==> config.mk <==
export PLATFORM = sky130hd
export DESIGN_NAME = imm_extract_stage_flat
export DESIGN_NICKNAME = d
export VERILOG_FILES = /design/src/rtl/imm_extract_stage_if.sv /design/src/rtl/imm_extract_stage.sv /design/src/flat_wrapper.sv
export SDC_FILE = /design/constraint.sdc
export NUM_CORES = 1
export LEC_CHECK = 0
export BUFFER_PORTS_ARGS = -buffer_cell sky130_fd_sc_hd__clkbuf_2
export CORE_MARGIN = 1.5
export CORE_UTILIZATION = 58
export DETAILED_ROUTE_END_ITERATION = 16
export PLACE_DENSITY = 0.87
export REMOVE_ABC_BUFFERS = 1
export SLEW_MARGIN = 10
export SYNTH_ARGS = -nofsm -noshare
export SYNTH_HDL_FRONTEND = slang
export SYNTH_SLANG_ARGS = --single-unit
export TNS_END_PERCENT = 5
==> constraint.sdc <==
create_clock -name clk_i -period 8.1 [get_ports clk_i]
set_clock_uncertainty 0.05 [all_clocks]
set_input_delay 1.62 -clock clk_i [delete_from_list [all_inputs] [get_ports clk_i]]
set_output_delay 1.62 -clock clk_i [all_outputs]
set_load 0.02 [all_outputs]
==> src/rtl/imm_extract_stage_if.sv <==
// ============================================================================
// Module      : imm_extract_stage_if
// Description : Handshake bus of the immediate-generation stage.
// Revision    : 1.0 - initial release
// ============================================================================
`default_nettype none

interface imm_extract_stage_if #(
  parameter int XLEN  = 32,
  parameter int TAG_W = 32
) ();
  logic              flush_i;
  logic              valid_i;
  logic              ready_o;
  logic [31:0]       instruction_i;
  logic [2:0]        selection_i;
  logic [TAG_W-1:0]  tag_i;
  logic              valid_o;
  logic              ready_i;
  logic [XLEN-1:0]   value_o;
  logic [TAG_W-1:0]  tag_o;
  logic              illegal_o;

  // Stage-side view.
  modport slave (
    input  flush_i, valid_i, instruction_i, selection_i, tag_i, ready_i,
    output ready_o, valid_o, value_o, tag_o, illegal_o
  );

  // Producer/consumer-side view.
  modport master (
    output flush_i, valid_i, instruction_i, selection_i, tag_i, ready_i,
    input  ready_o, valid_o, value_o, tag_o, illegal_o
  );
endinterface

`default_nettype wire

==> src/rtl/imm_extract_stage.sv <==
// ============================================================================
// Module      : imm_extract_stage
// Description : Registered RV32 immediate generator with a 2-entry skid buffer.
// Revision    : 1.0 - initial release
// ============================================================================
`default_nettype none

module imm_extract_stage #(
  parameter int XLEN  = 32,
  parameter int TAG_W = 32
) (
  input  wire logic          clk_i,
  input  wire logic          rst_i,
  imm_extract_stage_if.slave bus
);

  localparam logic [2:0] c_sel_r = 3'd0;
  localparam logic [2:0] c_sel_i = 3'd1;
  localparam logic [2:0] c_sel_u = 3'd2;
  localparam logic [2:0] c_sel_s = 3'd3;
  localparam logic [2:0] c_sel_b = 3'd4;
  localparam logic [2:0] c_sel_j = 3'd5;
  localparam logic [2:0] c_sel_z = 3'd6;

  logic [31:0]      w_instr;
  logic [31:0]      w_imm32;
  logic [XLEN-1:0]  w_imm;
  logic             w_illegal;

  logic             w_accept;
  logic             w_out_free;
  logic             w_out_valid_nxt;
  logic             w_sk_valid_nxt;
  logic             w_load_out_from_sk;
  logic             w_load_out_from_in;
  logic             w_load_sk;

  logic             r_ready;
  logic             r_out_valid;
  logic [XLEN-1:0]  r_out_value;
  logic [TAG_W-1:0] r_out_tag;
  logic             r_out_illegal;
  logic             r_sk_valid;
  logic [XLEN-1:0]  r_sk_value;
  logic [TAG_W-1:0] r_sk_tag;
  logic             r_sk_illegal;

  assign w_instr = bus.instruction_i;

  // Every format fits in 32 bits with bit 31 as the sign; Z, R and the
  // reserved code all produce bit 31 = 0, so one sign extension serves all.
  always_comb begin
    w_imm32   = '0;
    w_illegal = 1'b0;
    case (bus.selection_i)
      c_sel_r: w_imm32 = '0;
      c_sel_i: w_imm32 = {{20{w_instr[31]}}, w_instr[31:20]};
      c_sel_u: w_imm32 = {w_instr[31:12], 12'b0};
      c_sel_s: w_imm32 = {{20{w_instr[31]}}, w_instr[31:25], w_instr[11:7]};
      c_sel_b: w_imm32 = {{19{w_instr[31]}}, w_instr[31], w_instr[7],
                          w_instr[30:25], w_instr[11:8], 1'b0};
      c_sel_j: w_imm32 = {{11{w_instr[31]}}, w_instr[31], w_instr[19:12],
                          w_instr[20], w_instr[30:21], 1'b0};
      c_sel_z: w_imm32 = {27'b0, w_instr[19:15]};
      default: begin
        w_imm32   = '0;
        w_illegal = 1'b1;
      end
    endcase
  end

  generate
    if (XLEN == 64) begin : g_ext64
      assign w_imm = {{32{w_imm32[31]}}, w_imm32};
    end else begin : g_ext32
      assign w_imm = w_imm32;
    end
  endgenerate

  assign w_accept   = bus.valid_i & r_ready;
  assign w_out_free = ~r_out_valid | bus.ready_i;

  // A valid skid entry always wins the output slot; ready_o is low while it
  // is held, so an accept can never coincide with a skid-to-output move.
  always_comb begin
    w_out_valid_nxt    = r_out_valid;
    w_sk_valid_nxt     = r_sk_valid;
    w_load_out_from_sk = 1'b0;
    w_load_out_from_in = 1'b0;
    w_load_sk          = 1'b0;
    if (bus.flush_i) begin
      w_out_valid_nxt = 1'b0;
      w_sk_valid_nxt  = 1'b0;
    end else if (w_out_free) begin
      if (r_sk_valid) begin
        w_load_out_from_sk = 1'b1;
        w_out_valid_nxt    = 1'b1;
        w_sk_valid_nxt     = 1'b0;
      end else if (w_accept) begin
        w_load_out_from_in = 1'b1;
        w_out_valid_nxt    = 1'b1;
      end else begin
        w_out_valid_nxt    = 1'b0;
      end
    end else if (w_accept) begin
      w_load_sk      = 1'b1;
      w_sk_valid_nxt = 1'b1;
    end
  end

  always_ff @(posedge clk_i or posedge rst_i) begin
    if (rst_i) begin
      r_out_valid <= 1'b0;
      r_sk_valid  <= 1'b0;
      r_ready     <= 1'b1;
    end else begin
      r_out_valid <= w_out_valid_nxt;
      r_sk_valid  <= w_sk_valid_nxt;
      r_ready     <= ~w_sk_valid_nxt;
    end
  end

  always_ff @(posedge clk_i or posedge rst_i) begin
    if (rst_i) begin
      r_out_value   <= '0;
      r_out_tag     <= '0;
      r_out_illegal <= 1'b0;
    end else if (w_load_out_from_sk) begin
      r_out_value   <= r_sk_value;
      r_out_tag     <= r_sk_tag;
      r_out_illegal <= r_sk_illegal;
    end else if (w_load_out_from_in) begin
      r_out_value   <= w_imm;
      r_out_tag     <= bus.tag_i;
      r_out_illegal <= w_illegal;
    end
  end

  always_ff @(posedge clk_i or posedge rst_i) begin
    if (rst_i) begin
      r_sk_value   <= '0;
      r_sk_tag     <= '0;
      r_sk_illegal <= 1'b0;
    end else if (w_load_sk) begin
      r_sk_value   <= w_imm;
      r_sk_tag     <= bus.tag_i;
      r_sk_illegal <= w_illegal;
    end
  end

  assign bus.ready_o   = r_ready;
  assign bus.valid_o   = r_out_valid;
  assign bus.value_o   = r_out_value;
  assign bus.tag_o     = r_out_tag;
  assign bus.illegal_o = r_out_illegal;

endmodule

`default_nettype wire

==> src/flat_wrapper.sv <==
// flat-port wrapper written by rule: the top's interface ports become plain ports
module imm_extract_stage_flat 
#(
  parameter int XLEN  = 32,
  parameter int TAG_W = 32
)
  (clk_i, rst_i, bus_flush_i, bus_valid_i, bus_instruction_i, bus_selection_i, bus_tag_i, bus_ready_i, bus_ready_o, bus_valid_o, bus_value_o, bus_tag_o, bus_illegal_o);
  imm_extract_stage_if #(.XLEN(XLEN), .TAG_W(TAG_W)) bus_i ();
  input  wire logic clk_i;
  input  wire logic rst_i;
  input wire logic [$bits(bus_i.flush_i)-1:0] bus_flush_i;
  input wire logic [$bits(bus_i.valid_i)-1:0] bus_valid_i;
  input wire logic [$bits(bus_i.instruction_i)-1:0] bus_instruction_i;
  input wire logic [$bits(bus_i.selection_i)-1:0] bus_selection_i;
  input wire logic [$bits(bus_i.tag_i)-1:0] bus_tag_i;
  input wire logic [$bits(bus_i.ready_i)-1:0] bus_ready_i;
  output wire logic [$bits(bus_i.ready_o)-1:0] bus_ready_o;
  output wire logic [$bits(bus_i.valid_o)-1:0] bus_valid_o;
  output wire logic [$bits(bus_i.value_o)-1:0] bus_value_o;
  output wire logic [$bits(bus_i.tag_o)-1:0] bus_tag_o;
  output wire logic [$bits(bus_i.illegal_o)-1:0] bus_illegal_o;
  assign bus_i.flush_i = bus_flush_i;
  assign bus_i.valid_i = bus_valid_i;
  assign bus_i.instruction_i = bus_instruction_i;
  assign bus_i.selection_i = bus_selection_i;
  assign bus_i.tag_i = bus_tag_i;
  assign bus_i.ready_i = bus_ready_i;
  assign bus_ready_o = bus_i.ready_o;
  assign bus_valid_o = bus_i.valid_o;
  assign bus_value_o = bus_i.value_o;
  assign bus_tag_o = bus_i.tag_o;
  assign bus_illegal_o = bus_i.illegal_o;
  imm_extract_stage #(.XLEN(XLEN), .TAG_W(TAG_W)) u_core (.clk_i(clk_i), .rst_i(rst_i), .bus(bus_i));
endmodule
# ---- After elaboration in Yosys (flattened, before gate mapping)
# Cells that the tools add are included.
dict set report op_classes {
  n_eq_ne 6
  mux 23
  bitwise 4
  reduce_logical 4
}
# op count
set op_table {}
lappend op_table {{32-bit one-hot mux with 6 select lines} 1}
lappend op_table {{32-bit two-way mux} 4}
lappend op_table {{1-bit two-way mux} 18}
lappend op_table {{3-bit equality test, second input constant} 3}
lappend op_table {{7-bit OR reduction} 1}
lappend op_table {{3-bit by 2-bit equality test with 1-bit output, second input constant} 2}
lappend op_table {{2-bit nonzero test} 2}
lappend op_table {{3-bit by 1-bit equality test with 1-bit output, second input constant} 1}
lappend op_table {{3-bit zero test} 1}
lappend op_table {{1-bit inverter} 2}
lappend op_table {{1-bit bitwise AND} 1}
lappend op_table {{1-bit bitwise OR} 1}
dict set report totals {
  ff_bits 133
  input_bits 72
  out_inout_bits 67
  word_cells 46
}

# ---- Longest topological paths before layout
dict set report logic_depth {
  ltp_word 7
  mapped_depth 7
  mapped_depth_nobuf 4
}

# ---- Worst setup path after synthesis
# No wires, ideal clock.
dict set report synth_timing {
  path_type {input to register}
  startpoint {input port bus_ready_i}
  endpoint {register u_core.r_sk_value[0]}
  setup_time_ps 132
  arrival_time_ps 2667
  required_time_ps 7918
  slack_ps 5251
  path_stages 7
  n_path_buf 3
  path_cell_list {nand2b_1 -> buf_2 -> or3_4 -> buf_6 -> buf_2 -> nand2_1 -> o21ai_1}
}
dict set report synth_via {
  elab_chain_cells 3
}
# item line_no
set synth_rtl {}
lappend synth_rtl {{start, declared} flat_wrapper.sv:16} ;# input wire logic [$bits(bus_i.ready_i)-1:0] bus_ready_i;
lappend synth_rtl {{1-bit bitwise OR} imm_extract_stage.sv:81} ;# assign w_out_free = ~r_out_valid | bus.ready_i;
lappend synth_rtl {{1-bit two-way mux} imm_extract_stage.sv:94} ;# end else if (w_out_free) begin
lappend synth_rtl {{1-bit two-way mux} imm_extract_stage.sv:91} ;# if (bus.flush_i) begin
lappend synth_rtl {{end signal, assigned} imm_extract_stage.sv:145} ;# r_sk_value <= w_imm;
lappend synth_rtl {{end, declared} imm_extract_stage.sv:44} ;# logic [XLEN-1:0] r_sk_value;
# Every way passes these cells.
# A chain may end at the register's enable or synchronous reset.

# ---- Worst setup path after layout
dict set report layout_timing {
  startpoint {input port bus_selection_i[2]}
  endpoint {register u_core.r_out_value[23] (netlist: u_core.bus.value_o[23])}
}
dict set report layout_via {
  elab_chain_cells 4
  elab_cells_between_ends 9
  classes_between {6 x eq/ne; 3 x mux}
}
# item line_no
set layout_rtl {}
lappend layout_rtl {{start, declared} flat_wrapper.sv:14} ;# input wire logic [$bits(bus_i.selection_i)-1:0] bus_selection_i;
lappend layout_rtl {{3-bit equality test, or another cell as far along} imm_extract_stage.sv:55} ;# case (bus.selection_i)
lappend layout_rtl {{32-bit one-hot mux with 6 select lines *} imm_extract_stage.sv:55}
lappend layout_rtl {{32-bit two-way mux *} imm_extract_stage.sv:132} ;# end else if (w_load_out_from_in) begin
lappend layout_rtl {{32-bit two-way mux *} imm_extract_stage.sv:128} ;# end else if (w_load_out_from_sk) begin
lappend layout_rtl {{end signal, assigned} imm_extract_stage.sv:129} ;# r_out_value <= r_sk_value;
lappend layout_rtl {{end signal, assigned} imm_extract_stage.sv:133} ;# r_out_value <= w_imm;
lappend layout_rtl {{end, declared} imm_extract_stage.sv:40} ;# logic [XLEN-1:0] r_out_value;
# Every way passes the cells marked *; elsewhere a longest branch is shown, timed or not. The select of a mux whose other input is x is not followed.

==> results.toml <==
[route]
drt_iter0_drc = 439
dr_total_vias = 5377
dr.pass1.iters = 5
totalWireLength_um = 14900
route.detailed.drc = 0
ant_nets = 0
post_drt_via_cell_ratio = 5.74
wl_per_cell_um = 15.9

[worst_setup_path]
arrival_ns = 3.56
r2r-start = "u_core.r_sk_valid"
crit_end = "u_core.bus.value_o[23]"
crit_type = "in2reg"
r2r-end = "u_core.bus.value_o[23]"
critical_path_required_ns = 8.45
cp-start-kind = "primary input"
crit_fanout = 23
critPathLaunch = "bus_selection_i[2]"
r2r_cells = 7
cp-end-kind = "flop"
reg2reg_slack_ns = 5.88

[flow_run]
drv_cap = 0

[yosys]
yosys_warnings = 0
syn_avg_cell_area_um2 = 8.74
synth_area_um2 = 5990
syn_inst = 685
ys_types = 35
ys_ff_latch = 133
ys_seq_area_share_pct = 55.6

[final_layout]
layout_common_cells = "234 x nand2_1, 132 x dfrtp_1, 131 x clkbuf_2, 54 x nor2_1, 46 x o21ai_1"
layout.nets = 863
layout_commonest_cell = "nand2_1"
antenna_cells = 0
syn_to_final_growth_pct = 20.8
drive_gt1_share_pct = 22.8

[power]
finalPower_mw = 2.01
vdd_ir_drop_max_v = 0.000136
p_leak_nw = 3.49
power.density_nw_per_um2 = 278

[clocking]
cts_hold_buffers = 0
clk_latency_ns = 0.51
cts_tree = "yes"
clk_pin_slew_ns = 0.06
clock_path_buffers = 2
postCtsSetupBuffers = 0
clkSinkCount = 133
numCtsBuffers = 17
h-tree-depth = 4
cts_resized = 0
cts_root_buf = "clkbuf_8"

[floorplan]
die_height_um = 105
die_x_um = 105
core_area_um2 = 9910
design.die.area_um2 = 10900
start_util_pct = 60.4
num_rows = 36
io-pin-count = 139

[global_route]
grt-ovfl-total = 0
antenna_found_initial = 0
grt_pass1_vias = 5203
track_usage_pct = 28.5
grt_pass1_wl_um = 24800
grt_max_degree = 94

[sta]
setup_total_negative_slack_ns = 0
hold_viol_final = 0
relSlewSlack_pct = 33.7
post-route-min-period_ns = 3.21
setup_viol = 0
drv_slew = 0
worst_slew_pin_slew_ns = 0.995
rsz0062_at_grt = "no"
timing.fmax_mhz = 311
period_share_pct = 39.7

[outcome]
status = "completed"

[placement]
io_buffers = 131
hpwl_um = 9280
routabilityCongestion = 0.905

[hold_path]
hp-class = "reg2reg"
==> worst max-delay path, cell delays in order <==
cell and delay [ns]:
clkbuf_2 0.31, nand2b_1 0.30, a21boi_1 0.82, a21oi_1 0.16, a211oi_1 0.35
==> routing by layer <==
layer  wire length (µm)  share of wire, %  GRT usage [%]  up-vias
li1                   -                 -              -     2509
met3               1120               7.5           6.24       30
met4                252               1.7           10.2        0
met1               6180                42           37.1     2565
met5                  0                 0              0        -
met2               7340                49           47.4      273
==> cells in the mapped netlist <==
library cell	number	area share, %
a211oi_1	19	2.4
a21boi_1	1	0.13
a21o_1	1	0.13
a21oi_1	29	2.4
a311oi_1	7	1.0
a31oi_1	33	3.4
a41oi_1	1	0.15
and2_1	8	0.84
and3_1	1	0.10
buf_1	1	0.063
buf_2	37	3.1
buf_6	2	0.38
clkbuf_1	12	0.75
dfrtp_1	132	55
dfstp_2	1	0.44
inv_1	3	0.19
inv_2	3	0.19
mux2i_1	1	0.17
mux4_2	4	1.5
nand2_1	234	15
nand2b_1	8	0.84
nand3_1	5	0.42
nand3b_1	1	0.13
nand4_1	1	0.10
nor2_1	54	3.4
nor2_4	1	0.19
nor2b_1	6	0.63
nor3_1	20	1.7
nor3_4	1	0.27
o21ai_0	3	0.25
o21ai_1	46	3.8
o22ai_1	6	0.63
o2bb2ai_1	1	0.15
or3_1	1	0.10
or3_4	1	0.19
==> worst min path at each step <==
stage	from	end	slack, ns	cells past startpoint
5_1_grt	u_core.r_sk_tag[23]	u_core.r_sk_tag[23]	0.45	2
3_5_place_dp	u_core.r_sk_tag[13]	u_core.r_sk_tag[13]	0.41	2
6_report	u_core.r_sk_tag[11]	u_core.r_sk_tag[11]	0.42	2
3_3_place_gp	u_core.r_sk_tag[14]	u_core.r_sk_tag[14]	0.41	2
2_1_floorplan	u_core.r_sk_tag[0]	u_core.r_sk_tag[0]	0.40	2
4_1_cts	u_core.r_sk_tag[13]	u_core.r_sk_tag[13]	0.43	2
==> state kept, by name, indices dropped and copies added (netlist names) <==
name and count:
u_core.bus.valid_o 1, u_core.r_sk_tag 32, u_core.bus.illegal_o 1, u_core.bus.tag_o 32, u_core.r_sk_value 32, u_core.bus.ready_o 1
u_core.r_sk_illegal 1, u_core.r_sk_valid 1, u_core.bus.value_o 32
==> stage by stage <==
stage	worst slack [ns]	std cells	area [µm²]	hold slack [ns]	util [%]
final	4.89	937	7230	0.422	73.0
after global routing	4.75	937	7230	0.452	73.0
after CTS	4.97	937	7230	0.427	73.0
after detailed placement	4.45	905	6620	0.412	66.8
after global placement	4.56	905	6620	0.408	66.8
after floorplan	1.27	633	5730	0.396	-
==> report_power, final <==
| group | leakage (nW) | internal, mW | switching, mW |
|---|---|---|---|
| Sequential | 1.63 | 0.791 | 0.0741 |
| Clock | 0.298 | 0.507 | 0.282 |
| Combinational | 1.57 | 0.126 | 0.232 |
==> cell type report <==
type,instances,area [µm²]
well taps,133,166
multi-input cells,494,2380
clock inverters,13,181
flip-flops and latches,133,3330
fillers,764,2680
clock buffers,19,432
inverters,6,25.0
repair buffers,139,716
==> logic make-up (layout without fill, tap and decap cells) <==
family                 Yosys count  in the layout  synth area share, %
AND/OR/NAND/NOR                342            342                 23.5
flip-flops                     133            133                 55.6
buffers and inverters           58            177                 4.66
AO/OA/AOI/OAI                  147            147                 14.5
multiplexers                     5              5                 1.67
Note: power is estimated with default switching activity, not from simulation.
